## src/rtl/divider_16bit_s.sv

```systemverilog
// Purpose: iterative 16-bit restoring divider with an optional signed mode (enabled by DIV_SIGNED_EN).
// Latency: 16 cycles from accepted start to done; a zero divisor finishes in 1 cycle.
// Backpressure: start is ignored while busy; results and flags hold until the next accepted start.
module divider_16bit_s (
    input  logic        clk,
    input  logic        rst_n,
    input  logic        start,
    input  logic [15:0] Dividend,
    input  logic [15:0] Divisor,
    input  logic        Sign_ctrl,
    output logic [15:0] Quotient,
    output logic [15:0] Remainder,
    output logic        busy,
    output logic        done,
    output logic        Div_zero,
    output logic        O
);

    typedef enum logic [1:0] {
        IDLE = 2'd0,
        CALC = 2'd1,
        DONE = 2'd2
    } state_t;

    state_t      state;
    state_t      state_nxt;

    logic [3:0]  cnt;
    logic [15:0] rem;        // partial remainder
    logic [15:0] quo;        // dividend bits shifting out, quotient bits shifting in
    logic [15:0] dvs;        // divisor magnitude
    logic        dz;         // captured divisor was zero
    logic        neg_q;
    logic        neg_r;
    logic        ovf;

    logic        accept;
    logic [15:0] dvd_mag;
    logic [15:0] dvs_mag;
    logic        neg_q_in;
    logic        neg_r_in;
    logic        ovf_in;

    logic [16:0] shifted;
    logic [16:0] diff;
    logic        borrow;
    logic [15:0] rem_nxt;
    logic [15:0] quo_nxt;
    logic [15:0] q_fin;
    logic [15:0] r_fin;
    logic        unused_bits;

    // Start is honoured whenever no division is in flight, including the done cycle.
    assign accept = start && (state != CALC);
    assign busy   = (state == CALC);
    assign done   = (state == DONE);

`ifdef DIV_SIGNED_EN
    // Signed mode divides magnitudes; |-32768| is 16'h8000 and still fits in 16 bits.
    always_comb begin
        dvd_mag  = (Sign_ctrl && Dividend[15]) ? (16'd0 - Dividend) : Dividend;
        dvs_mag  = (Sign_ctrl && Divisor[15])  ? (16'd0 - Divisor)  : Divisor;
        neg_q_in = Sign_ctrl && (Dividend[15] ^ Divisor[15]);
        neg_r_in = Sign_ctrl && Dividend[15];
        ovf_in   = Sign_ctrl && (Dividend == 16'h8000) && (Divisor == 16'hFFFF);
    end
`else
    // Unsigned-only build: operands pass straight through and no sign fix-up happens.
    always_comb begin
        dvd_mag  = Dividend;
        dvs_mag  = Divisor;
        neg_q_in = 1'b0;
        neg_r_in = 1'b0;
        ovf_in   = 1'b0;
    end
`endif

    // One restoring step: shift in the next dividend bit, keep the difference if no borrow.
    always_comb begin
        shifted = {rem, quo[15]};
        diff    = shifted - {1'b0, dvs};
        borrow  = (shifted < {1'b0, dvs});
        rem_nxt = borrow ? shifted[15:0] : diff[15:0];
        quo_nxt = {quo[14:0], ~borrow};
        q_fin   = neg_q ? (16'd0 - quo_nxt) : quo_nxt;
        r_fin   = neg_r ? (16'd0 - rem_nxt) : rem_nxt;
    end

    // The remainder never reaches 17 bits, and Sign_ctrl is dead in the unsigned build.
    assign unused_bits = diff[16] ^ Sign_ctrl;

    // State register.
    always_ff @(posedge clk or negedge rst_n) begin
        if (!rst_n) begin
            state <= IDLE;
        end else begin
            state <= state_nxt;
        end
    end

    // Next state: a zero divisor spends a single cycle in CALC, a normal run spends 16.
    always_comb begin
        state_nxt = state;
        case (state)
            IDLE:    if (start) state_nxt = CALC;
            CALC:    if (dz || (cnt == 4'd15)) state_nxt = DONE;
            DONE:    state_nxt = start ? CALC : IDLE;
            default: state_nxt = IDLE;
        endcase
    end

    // Datapath: capture on accept, iterate in CALC, load results on the final step.
    always_ff @(posedge clk or negedge rst_n) begin
        if (!rst_n) begin
            cnt       <= 4'd0;
            rem       <= 16'd0;
            quo       <= 16'd0;
            dvs       <= 16'd0;
            dz        <= 1'b0;
            neg_q     <= 1'b0;
            neg_r     <= 1'b0;
            ovf       <= 1'b0;
            Quotient  <= 16'd0;
            Remainder <= 16'd0;
            Div_zero  <= 1'b0;
            O         <= 1'b0;
        end else if (accept) begin
            cnt      <= 4'd0;
            rem      <= 16'd0;
            dz       <= (Divisor == 16'd0);
            // For a zero divisor the raw dividend is kept so it can be returned as the remainder.
            quo      <= (Divisor == 16'd0) ? Dividend : dvd_mag;
            dvs      <= dvs_mag;
            neg_q    <= neg_q_in;
            neg_r    <= neg_r_in;
            ovf      <= ovf_in;
            Div_zero <= 1'b0;
            O        <= 1'b0;
        end else if (state == CALC) begin
            if (dz) begin
                Quotient  <= 16'hFFFF;
                Remainder <= quo;
                Div_zero  <= 1'b1;
                O         <= 1'b0;
            end else begin
                rem <= rem_nxt;
                quo <= quo_nxt;
                cnt <= cnt + 4'd1;
                if (cnt == 4'd15) begin
                    Quotient  <= q_fin;
                    Remainder <= r_fin;
                    O         <= ovf;
                end
            end
        end
    end

endmodule

```

## config.mk

```make
export PLATFORM = sky130hd
export DESIGN_NAME = divider_16bit_s
export DESIGN_NICKNAME = d
export VERILOG_FILES = /design/src/rtl/divider_16bit_s.sv
export SDC_FILE = /design/constraint.sdc
export NUM_CORES = 1
export LEC_CHECK = 0
export BUFFER_PORTS_ARGS = -buffer_cell sky130_fd_sc_hd__buf_2
export CAP_MARGIN = 10
export CORE_ASPECT_RATIO = 1.25
export CORE_MARGIN = 2
export CORE_UTILIZATION = 50
export DETAILED_ROUTE_END_ITERATION = 10
export GPL_TIMING_DRIVEN = 0
export PLACE_DENSITY = 0.72
export SYNTH_ARGS = -nofsm -noshare
export SYNTH_HDL_FRONTEND = slang
export SYNTH_SLANG_ARGS = --single-unit
```

## constraint.sdc

```tcl
create_clock -name clk -period 3.6 [get_ports clk]
set_input_delay 0 -clock clk [delete_from_list [all_inputs] [get_ports clk]]
set_output_delay 0 -clock clk [all_outputs]
set_load 0.005 [all_outputs]
```

# Word-level counts from Yosys, hierarchy flattened
# Cells that the tools add are included.
word_totals:
  inputBits: 36
  reg_bits: 89
  wordCells: 60
  output_inout_bits: 36
op_classes:
  eq_ne: 7
  order_cmp: 1
  bitwise_logic: 2
  addsub: 2
  n_reduce_logical: 13
  mux: 25
op_table:
  columns: ["operator", "count"]
  rows:
  - ["2-to-1 mux 16 bit", 11]
  - ["less-than comparator 17 x 16 -> 1 bit", 1]
  - ["logical NOT 16 bit", 1]
  - ["subtractor 16 bit", 1]
  - ["2-to-1 mux 4 bit", 3]
  - ["2-to-1 mux 1 bit", 8]
  - ["AND reduction 2 bit", 4]
  - ["!= test 2 x 1 -> 1 bit (second input constant)", 3]
  - ["case mux 2 bit (3 select lines)", 1]
  - ["nonzero test 2 bit", 3]
  - ["adder 4 x 1 -> 4 bit (second input constant)", 1]
  - ["equality test 4 bit (second input constant)", 1]
  - ["2-to-1 mux 2 bit", 2]
  - ["AND reduction 3 bit", 1]
  - ["nonzero test 3 bit", 1]
  - ["equality test 2 x 1 -> 1 bit (second input constant)", 1]
  - ["equality test 2 bit (second input constant)", 1]
  - ["logical NOT 2 bit", 1]
  - ["!= test 2 bit (second input constant)", 1]
  - ["NOT 1 bit", 2]
  - ["logical AND 1 bit", 1]
  - ["logical OR 1 bit", 1]

# Logic depth before layout (Yosys ltp)
# Gate-level depths: netlist of run 1.
logic_depth:
  depth_word: 5
  depth_mapped: 11
  mapped_depth_nobuf: 10

# Worst setup path before layout of run 1
# No wires, ideal clock.
synth_path:
  kind: "flip-flop to flip-flop"
  start: "register quo[15]"
  end: "register Remainder[14]"
  path_slack_ns: 1.304
  stages_incl_launch_ff: 11
  path_buffers: 0
  arrival_ns: 2.164
  cell_sequence: "dfrtp_1 > inv_1 > ha_1 > fa_1 > nand2b_1 > a211oi_1 > nor2_1 > a21o_1 > o311a_1 > mux2i_1 > o21ai_1"
synth_via:
  elab_chain_cells: 4
  word_cells_on_any_way: 5
  classes_between: "add/sub (1); order compare (1); mux (3)"
synth_lines:
  columns: ["element", "line_no", "text"]
  rows:
  - ["from (decl)", "30", "logic [15:0] quo;"]
  - ["from (signal assigned)", "132", "quo <= (Divisor == 16'd0) ? Dividend : dvd_mag;"]
  - ["from (signal assigned)", "147", "quo <= quo_nxt;"]
  - ["subtractor 16 bit or less-than comparator 17 x 16 -> 1 bit (tied branches)", "81, 82", null]
  - ["2-to-1 mux 16 bit (*)", "83", "rem_nxt = borrow ? shifted[15:0] : diff[15:0];"]
  - ["2-to-1 mux 16 bit (*)", "149", "if (cnt == 4'd15) begin"]
  - ["2-to-1 mux 16 bit (*)", "140", "if (dz) begin"]
  - ["to (signal assigned)", "142", "Remainder <= quo;"]
  - ["to (signal assigned)", "151", "Remainder <= r_fin;"]
  - ["to (decl)", "12", "output logic [15:0] Remainder,"]
# Mark *: on every way between the ends. The rest lies on a longest branch, timed or not. The select of a mux whose other input is x is not followed.
# A chain may end at the register's enable or synchronous reset.

# Worst setup path after layout of run 1
layout_path:
  start: "register quo[15]"
  end: "register Remainder[10]"
# Same word-level chain as after synthesis.

==> metrics.md, run 1 <==
| Metric | Value |
|---|---|
| Final estimated routing congestion in global placement | 0.876 |
| Tot Pwr | approximately 6.4 mW |
| Worst Skew | between 7 and 8 ps |
| Post-synthesis compound-gate area fraction | 21.5% |
| Layout cells sized above 1 | about 18% |
| Post-Route WL | 12.6 mm |
| Post-Synth XOR/XNOR Area | 1.52% |
| Reg2Reg Setup Slack | between 800 and 900 ps |
| Syn_area_per_cell | 9.22 sq um |
| Worst path arrival time | 2990 ps |
| H-tree depth | 3 |
| Core Box Area | 0.00908 sq mm |
| Area growth, synth to finish | 25.0% |
| Number of synthesized flops with an enable pin | 0 |
| Worst Setup Path Type | flip-flop to flip-flop |
| Most frequent cells in the layout | dfrtp_1 (88), buf_2 (74), nand2_1 (73), dlygate4sd3_1 (34), o21ai_0 (32) |
| Post-DP HPWL | between 9 and 10 mm |
| Clock-pin slew on the worst setup and hold paths | 60 ps |
| Worst-case clock buffer depth | 2 |
| Initial antenna violation count | 0 |
| Max Freq | between 300 and 400 MHz |
| Crit-path max FO | 3 |
| Cells on worst reg2reg path | 10 |
| Seq cells post-synth | 88 |
| Commonest non-fill, non-tap cell in the layout | dfrtp_1 |
| Unique cell type count in the Yosys netlist | 58 |
| Setup TNS | 0 ps |
| Input/output buffers | between 60 and 70 |
| All-Layer GR Usage | 26.3% |
| Antenna cells | 0 |
| Leak | 2.68 nW |
| Post-CTS Setup Bufs | 0 |
| Rows | 39 |
| Die height | 111 um |
| ANT nets after route | 0 |
| Total grt overflow | 0 |
| Cells after Synth | ~500 |
| Power Density | 1100 mW/mm^2 |
| Ys async rst share | 100% |
| Final setup fails | 0 |
| Vias in the first global route | 4132 |
| Slew Limit Fails | 0 |
| Endpoint class of the critical path | flip-flop |
| Worst Path Required | approximately 3800 ps |
| Largest net degree at the start of global routing | 58 |
| CTS root buffer | clkbuf_16 |
| Status | finished clean |
| Syn_nets | 555 |
| Max-cap violation count | 0 |
| Die area | approximately 0.01 sq mm |
| RSZ-0062 raised after global routing | no |
| First-pass GRT wire length | 20.9 mm |
| Syn. warnings | 0 |
| Routed wire per std cell | 17.0 um |
| Startpoint types | flip-flop |
| Ys flop type | dfrtp_1 |
| Critical path's top delay family | compound AO/OA/AOI/OAI gates |
| Slew @ Worst Pin | 591 ps |
| Worst stage delay on the critical path | 420 ps |
| Largest family of logic cells by synthesized area | compound AO/OA/AOI/OAI gates |
| Post-synthesis mux area share | 2.17% |
| Worst skew pair latency | about 340 ps |
| Initial DRC count | 288 |
| Final Hold Viols | 0 |
| # DRC | 0 |
| Synthesized area | 0.00462 sq mm |
| Synth Area in Adders | 5.04% |
| Max_slew headroom | between 60% and 70% |
| Critical R2R Capture | Remainder[10]$_DFFE_PN0P_ |
| Via/cell ratio | 5.50 |
| IO Pins | 72 |
| Final Non-Filler Cells | ~740 |
| Final nets | 670 |
| Starting Density | approximately half |
| CTS buffer count | 9 |
| VDD IR max | 0.481 mV |
| CTS tree | done |
| Hold Path Class | primary input to async pin |
| Reg2reg start | quo[15]$_DFFE_PN0P_ |
| Post-synthesis simple-gate area fraction | about 17% |
| Vias post-DR | between 4000 and 5000 |
| Fillcell total | 777 |
| Dpl cells | 694 |
| Worst-path cell chain | inv_1 > ha_1 > fa_1 > nand2b_1 > a211oi_1 > nor2_1 > a21oi_1 > xnor2_1 > mux2i_1 > o22ai_1 |
| Sink Count | 88 |
| Buf/Inv on CP | 1 |
| Post-route minimum period | 2790 ps |
| Seq/Total Area, Yosys | 47.7% |
| Die X | between 80 and 90 um |
| Final period util | slightly below 80% |
| Crit-path slowest cell | dfrtp_1 |
| 1st-pass router iterations | 4 |
-- state kept, by name (all words and copies together), names as in the netlist --
signal and count:
state 2, dvs 16, rem 16, dz 1
quo 16, Remainder 16, cnt 4, Div_zero 1
Quotient 16
-- report_power, final --
group / internal, mW / total [mW] / leakage (nW) / switching (mW)
Combinational: 1.48 / 3.62 / 1.47 / 2.15
Sequential: 1.49 / 1.83 / 1.08 / 0.346
Clock: 0.488 / 0.894 / 0.127 / 0.407
Total: 3.45 / 6.35 / 2.68 / 2.90
-- worst max-delay path by stage --
stage / startpoint / endpoint / slack, ps / depth (start not counted)
2_1_floorplan: quo[15]$_DFFE_PN0P_ / Remainder[14]$_DFFE_PN0P_ / 1300 / 10
3_3_place_gp: quo[15]$_DFFE_PN0P_ / Remainder[10]$_DFFE_PN0P_ / 900 / 10
3_5_place_dp: quo[15]$_DFFE_PN0P_ / Remainder[14]$_DFFE_PN0P_ / 860 / 10
4_1_cts: quo[15]$_DFFE_PN0P_ / Remainder[14]$_DFFE_PN0P_ / 840 / 10
5_1_grt: quo[15]$_DFFE_PN0P_ / rem[12]$_DFFE_PN0P_ / 640 / 10
6_report: quo[15]$_DFFE_PN0P_ / Remainder[10]$_DFFE_PN0P_ / 810 / 10
-- cell usage after synthesis, types with 3 or more instances --
cell / n / area [sq um]
nand3_1: 15 / 75.1
mux2i_1: 10 / 100
or3_1: 5 / 31.3
and2_1: 5 / 31.3
nand2b_1: 8 / 50.1
a211oi_1: 3 / 22.5
a21oi_1: 24 / 120
dfrtp_1: 88 / 2200
o21a_1: 3 / 22.5
nand4_1: 4 / 25.0
nor2_1: 30 / 113
buf_2: 6 / 30.0
inv_2: 3 / 11.3
nor3_1: 7 / 35.0
o21ai_1: 20 / 100
buf_1: 3 / 11.3
ha_1: 17 / 213
o22a_1: 15 / 131
xor2_1: 3 / 26.3
nand2_1: 73 / 274
a22o_1: 3 / 26.3
o22ai_1: 8 / 50.1
nor4_1: 4 / 25.0
xnor2_1: 5 / 43.8
a22oi_1: 20 / 150
a21o_1: 3 / 22.5
a31oi_1: 7 / 43.8
o21ai_0: 32 / 160
inv_1: 20 / 75.1
clkbuf_1: 19 / 71.3
-- stage by stage --
step	setup slack [ps]	area, sq um	util, %	hold slack (ps)
final	813	5770	63.6	144
after global routing	643	5770	63.6	185
after CTS	842	5770	63.6	162
after detailed placement	865	5150	56.7	-26.2
after global placement	896	5120	56.4	219
after floorplan	1300	4620	-	-296
-- area by class of cell --
type                       instances  area, sq um  share of cell area, %
clock buffer                      10          239                   4.14
sequential                        88         2200                   38.2
timing repair buffer             104          716                   12.4
tap                              123          154                   2.67
multi-input combinational        359         2200                   38.1
clock inverter                     6         43.8                  0.759
inverter                          24         90.1                   1.56
buffer                            30          128                   2.21
-- worst register-to-register path: stages (launching register included) --
cell      delay (ps)
dfrtp_1          420
inv_1             90
ha_1             230
fa_1             410
nand2b_1         200
a211oi_1         350
nor2_1           150
a21oi_1          260
xnor2_1          110
mux2i_1          310
o22ai_1          130
-- kinds of logic (layout without fill, tap and decap cells) --
kind of cell,Yosys count,in the layout
simple gates,168,168
flops,88,88
compound gates,154,154
fa+ha+maj,18,18
xor+xnor,8,8
mux,10,10
other cells,1,1
buf+inv,54,174
-- routing by layer --
layer / vias up / global-route usage, % / routed length (um)
li1: 2023 / - / -
met1: 1953 / 34.0 / 5500
met2: 101 / 44.5 / 6310
met3: 18 / 4.06 / 546
met4: 0 / 10.7 / 268
met5: - / 0 / 0
-- repair_timing --
item,CTS,global route
endpoints found under the setup margin,0,0
endpoints found under the hold margin,64,0
resized for setup,0,0
hold buffers,34,0
Power figures use the tool's default switching activity.
==> inputs of run 2 (changes only) <==
- PLACE_DENSITY: 0.72 -> 0.74
- clock period: 3.6 -> 2.3 ns (I/O delays scaled with it)
==> metrics.md, run 2 (same netlist as run 1, synthesis figures left out) <==
| Metric | Value |
|---|---|
| Grt met3 use | 3.25% |
| Post-DP HPWL | 9.27 mm |
| Sink Count | roughly 90 |
| Met2 Use GR | 49.3% |
| Starting Density | 50.9% |
| Startpoint types | flip-flop |
| Max Freq | between 400 and 500 MHz |
| Post-Route WL | 14.0 mm |
| RSZ-0062 raised after global routing | yes |
| Worst Skew | 5.54 ps |
| IO Pins | between 70 and 80 |
| First-pass GRT wire length | 22.2 mm |
| Layout cells sized above 1 | 29.4% |
| CP startpoint | dvs[0]$_DFFE_PN0P_ |
| 1st-pass router iterations | 5 |
| CTS root buffer | clkbuf_16 |
| Sw Ratio | 44.1% |
| Total grt overflow | 0 |
| Initial DRC count | about 300 |
| Leak | a little under 3 nW |
| Largest net degree at the start of global routing | 71 |
| Worst Path Required | 2500 ps |
| Die height | 111 um |
| Met1 global-route usage | 35.3% |
| Post-route minimum period | 2400 ps |
| Cell Area, Placed | ~0.005 sq mm |
| Area growth, synth to finish | 40.4% |
| Via/cell ratio | 5.70 |
| Worst path arrival time | 2600 ps |
| Tot Pwr | 12.8 mW |
| # DRC | 0 |
| Commonest non-fill, non-tap cell in the layout | dfrtp_1 |
| Rows | 39 |
| Input/output buffers | 69 |
| Worst-case clock buffer depth | 2 |
| Die X | 90.0 um |
| CTS tree | done |
| Power Density | just under 2000 mW/mm^2 |
| Initial antenna violation count | 0 |
| Sw Pwr | 5.63 mW |
| ANT nets after route | 0 |
| Post-route setup slack | -102 ps |
| Failing checks | negative setup slack |
| Hold WS | between 80 and 90 ps |
| Combinational share of power | between 60% and 70% |
| Setup TNS | -708 ps |
| Final nets | 696 |
| Sequential power share | 22.7% |
| Final estimated routing congestion in global placement | 0.889 |
| Final setup fails | 11 |
| Max-cap violation count | 0 |
| H-tree depth | 3 |
| Hold Path Class | primary input to async pin |
| Max_slew headroom | 58.8% |
| P_int | between 7 and 8 mW |
| All-Layer GR Usage | 27.9% |
| Most frequent cells in the layout | dfrtp_1 (87), buf_2 (71), nand2_1 (70), dlygate4sd3_1 (34), buf_4 (30) |
| Slew @ Worst Pin | 618 ps |
| Clock-pin slew on the worst setup and hold paths | about 60 ps |
| Endpoint class of the critical path | flip-flop |
| VDD IR max | just under 0.8 mV |
| CTS buffer count | 9 |
| Final period util | 104% |
| Vias in the first global route | 4352 |
| Final Hold Viols | 0 |
| Slew Limit Fails | 0 |
| Core Box Area | 0.00908 sq mm |
| Worst Setup Path Type | flip-flop to flip-flop |
| Clock Power Share | 12.0% |
| Pre-CTS setup slack | -427 ps |
| Worst skew pair latency | 340 ps |
| Crit-path max FO | 3 |
| Status | finished with violations |
| Routed wire per std cell | between 15 and 20 um |
| GR peak layer | met2 |
| Vias post-DR | 4390 |
| Post-route cell area | between 0.006 and 0.007 sq mm |
| Antenna cells | 0 |
| Cells on worst reg2reg path | 9 |
| Die area | 0.0100 sq mm |
| Reg2reg start | dvs[0]$_DFFE_PN0P_ |
-- run 2: worst paths after layout --
kind / endpoint / slack [ps]
setup / recovery: Remainder[14]$_DFFE_PN0P_ / -100
min in group clk: quo[4]$_DFFE_PN0P_ / 400
hold / removal: dvs[2]$_DFFE_PN0P_ / 90
hold reg to reg: Quotient[3]$_DFFE_PN0P_ / 480
max in group asynchronous: rem[7]$_DFFE_PN0P_ / 1570
setup reg to reg: Remainder[14]$_DFFE_PN0P_ / -100
-- run 2: final cells by class --
cell class,instances,area (sq um)
Multi-Input combinational cell,359,2620
Fill cell,671,2590
Sequential cell,88,2200
Timing Repair Buffer,133,962
Clock buffer,12,256
Tap cell,123,154
Buffer,27,139
Inverter,24,91.3
Clock inverter,4,52.6
-- run 2: worst max-delay path, cell delays in order, from the launching register on --
cell,delay [ps]
dfrtp_1,410
ha_4,180
fa_2,350
nand2b_4,160
a211oi_4,290
nor2_2,90
a21o_1,160
o311a_1,320
mux2i_2,210
o21ai_1,90
-- run 2: repair_timing --
item | CTS | global route
gates cloned | 1 | 0
hold buffers | 34 | 0
endpoints found under the setup margin | 32 | 50
gates resized for setup | 56 | 36
endpoints found under the hold margin | 121 | 0
pin swaps | 14 | 9
setup buffers | 17 | 11
-- run 2: layer usage --
| layer | wire length [um] | up-vias |
|---|---|---|
| li1 | - | 2078 |
| met1 | 5740 | 2148 |
| met2 | 7320 | 144 |
| met3 | 630 | 20 |
| met4 | 303 | 0 |
| met5 | 0 | - |
-- run 2: metrics by stage --
| step | instances | utilization (%) |
|---|---|---|
| finish | 770 | 71.4 |
| CTS | 760 | 68.9 |
| global route | 770 | 71.4 |
| floorplan | 501 | - |
| detailed placement | 694 | 56.7 |
| global placement | 693 | 56.4 |
-- run 2: power groups by stage --
stage,sequential (mW),combinational [mW],clock (mW)
floorplan,2.75,4.06,0
global placement,2.85,5.45,0
detailed placement,2.88,5.56,0
CTS,2.87,7.30,1.53
global route,2.96,8.99,1.60
finish,2.90,8.34,1.53
==> inputs of run 3 (changes only) <==
- CORE_UTILIZATION: 50 -> 25
- PLACE_DENSITY: 0.74 -> default
==> metrics.md, run 3 (same netlist as run 1, synthesis figures left out) <==
| Metric | Value |
|---|---|
| ANT nets after route | 0 |
| Post-route cell area | 0.00655 sq mm |
| Sink Count | 88 |
| Post-route setup slack | -127 ps |
| Status | finished with violations |
| Multi-input gate area | 0.00259 sq mm |
| # DRC | 0 |
| Startpoint types | flip-flop |
| Final period util | 106% |
| Vias in the first global route | 4259 |
| Largest net degree at the start of global routing | 53 |
| Core Box Area | roughly 0.018 sq mm |
| Die area | between 0.015 and 0.02 sq mm |
| Max Freq | ~410 MHz |
| Worst Skew | 6.54 ps |
| Initial DRC count | 228 |
| VDD IR max | 0.627 mV |
| CTS tree | done |
| Max-cap violation count | 0 |
| Post-route minimum period | 2430 ps |
| Worst skew pair latency | approximately 350 ps |
| Cell Area, Placed | between 0.005 and 0.006 sq mm |
| Final core utilization | 36.2% |
| Initial antenna violation count | 0 |
| Input/output buffers | 69 |
| Slew @ Worst Pin | 653 ps |
| Worst path arrival time | 2690 ps |
| Failing checks | negative setup slack |
| First-pass GRT wire length | 22.9 mm |
| Final setup fails | 15 |
| Slew Limit Fails | 0 |
| All-Layer GR Usage | 14.7% |
| Crit-path max FO | 5 |
| Antenna cells | 0 |
| Worst-case clock buffer depth | 2 |
| CTS buffer count | 9 |
| H-tree depth | 3 |
| Power Density | roughly 1900 mW/mm^2 |
| Hold Path Class | primary input to async pin |
| Total grt overflow | 0 |
| Tot Pwr | 12.4 mW |
| Final Hold Viols | 0 |
| CTS root buffer | clkbuf_16 |
| Post-Route WL | roughly 14 mm |
| Final nets | roughly 690 |
| Layout cells sized above 1 | around 29% |
| Die X | 126 um |
| Routed wire per std cell | approximately 17 um |
| Most frequent cells in the layout | dfrtp_1 (86), buf_2 (71), nand2_1 (70), dlygate4sd3_1 (34) |
| Final estimated routing congestion in global placement | 0.857 |
| RSZ-0062 raised after global routing | yes |
| Commonest non-fill, non-tap cell in the layout | dfrtp_1 |
| Worst Path Required | 2570 ps |
| Leak | ~2.9 nW |
| Rows | 55 |
| Starting Density | 25.5% |
| Clock-pin slew on the worst setup and hold paths | 70 ps |
| 1st-pass router iterations | 4 |
| Area growth, synth to finish | 41.9% |
| Via/cell ratio | 4.91 |
| IO Pins | 72 |
| Worst Setup Path Type | flip-flop to flip-flop |
| Die height | around 160 um |
| Post-DP HPWL | 10.3 mm |
| Setup TNS | -913 ps |
| Register area | 0.00220 sq mm |
| Endpoint class of the critical path | flip-flop |
| Vias post-DR | 4272 |
| Fillcell total | 1858 |
| Max_slew headroom | 56.4% |
-- run 3: layout make-up --
cell class	count	share of cell area, %
Buffer	27	2.12
Clock buffer	10	3.65
Clock inverter	6	0.993
Inverter	24	1.39
Multi-Input combinational cell	359	39.5
Sequential cell	88	33.6
Tap cell	228	4.35
Timing Repair Buffer	128	14.3
-- run 3: what timing repair did --
action / in CTS / in global routing
resized for setup: 55 / 39
pin swaps: 21 / 11
endpoints found under the setup margin: 33 / 57
hold buffers: 34 / 0
endpoints found under the hold margin: 70 / 0
buffers inserted: 20 / 4
gates cloned: 1 / 0
-- run 3: path summary, 6_finish.rpt --
kind                                              start                         to  slack [ps]  cells past startpoint
worst max-delay path                 rem[0]$_DFFE_PN0P_  Remainder[13]$_DFFE_PN0P_        -130                      8
worst min-delay path                              rst_n    Quotient[5]$_DFFE_PN0P_         150                      2
worst max register to register       rem[0]$_DFFE_PN0P_  Remainder[13]$_DFFE_PN0P_        -130                      8
worst min register to register  Quotient[1]$_DFFE_PN0P_    Quotient[1]$_DFFE_PN0P_         490                      1
max in group asynchronous                         rst_n        rem[12]$_DFFE_PN0P_        1500                      3
min in group clk                            Dividend[4]         quo[4]$_DFFE_PN0P_         400                      4
-- run 3: metrics by stage --
stage	hold WS, ps	worst slack, ps	std cells
floorplan	-296	3.79	501
global placement	223	-437	798
detailed placement	3.25	-507	799
CTS	171	-85.2	866
global route	201	-208	870
finish	152	-127	870
-- run 3: metal layers --
| layer | GRT usage (%) | part of all wire [%] | up-vias |
|---|---|---|---|
| li1 | - | - | 2067 |
| met1 | 18.8 | 44 | 2081 |
| met2 | 24.6 | 49 | 102 |
| met3 | 2.81 | 4.9 | 22 |
| met4 | 5.13 | 2.1 | 0 |
| met5 | 0 | 0 | - |
-- run 3: power breakdown --
part | leakage, nW | internal [mW] | switching, mW
Combinational | 1.64 | 3.66 | 4.28
Sequential | 1.08 | 2.33 | 0.573
Clock | 0.149 | 0.876 | 0.655
-- run 3: worst max-delay path: stages (launching register included) --
cell,delay (ps)
dfrtp_1,420
ha_1,300
nor2b_2,170
o2111ai_2,340
nand4_4,190
and3b_1,220
o21ai_1,110
or3b_4,410
a31oi_4,190
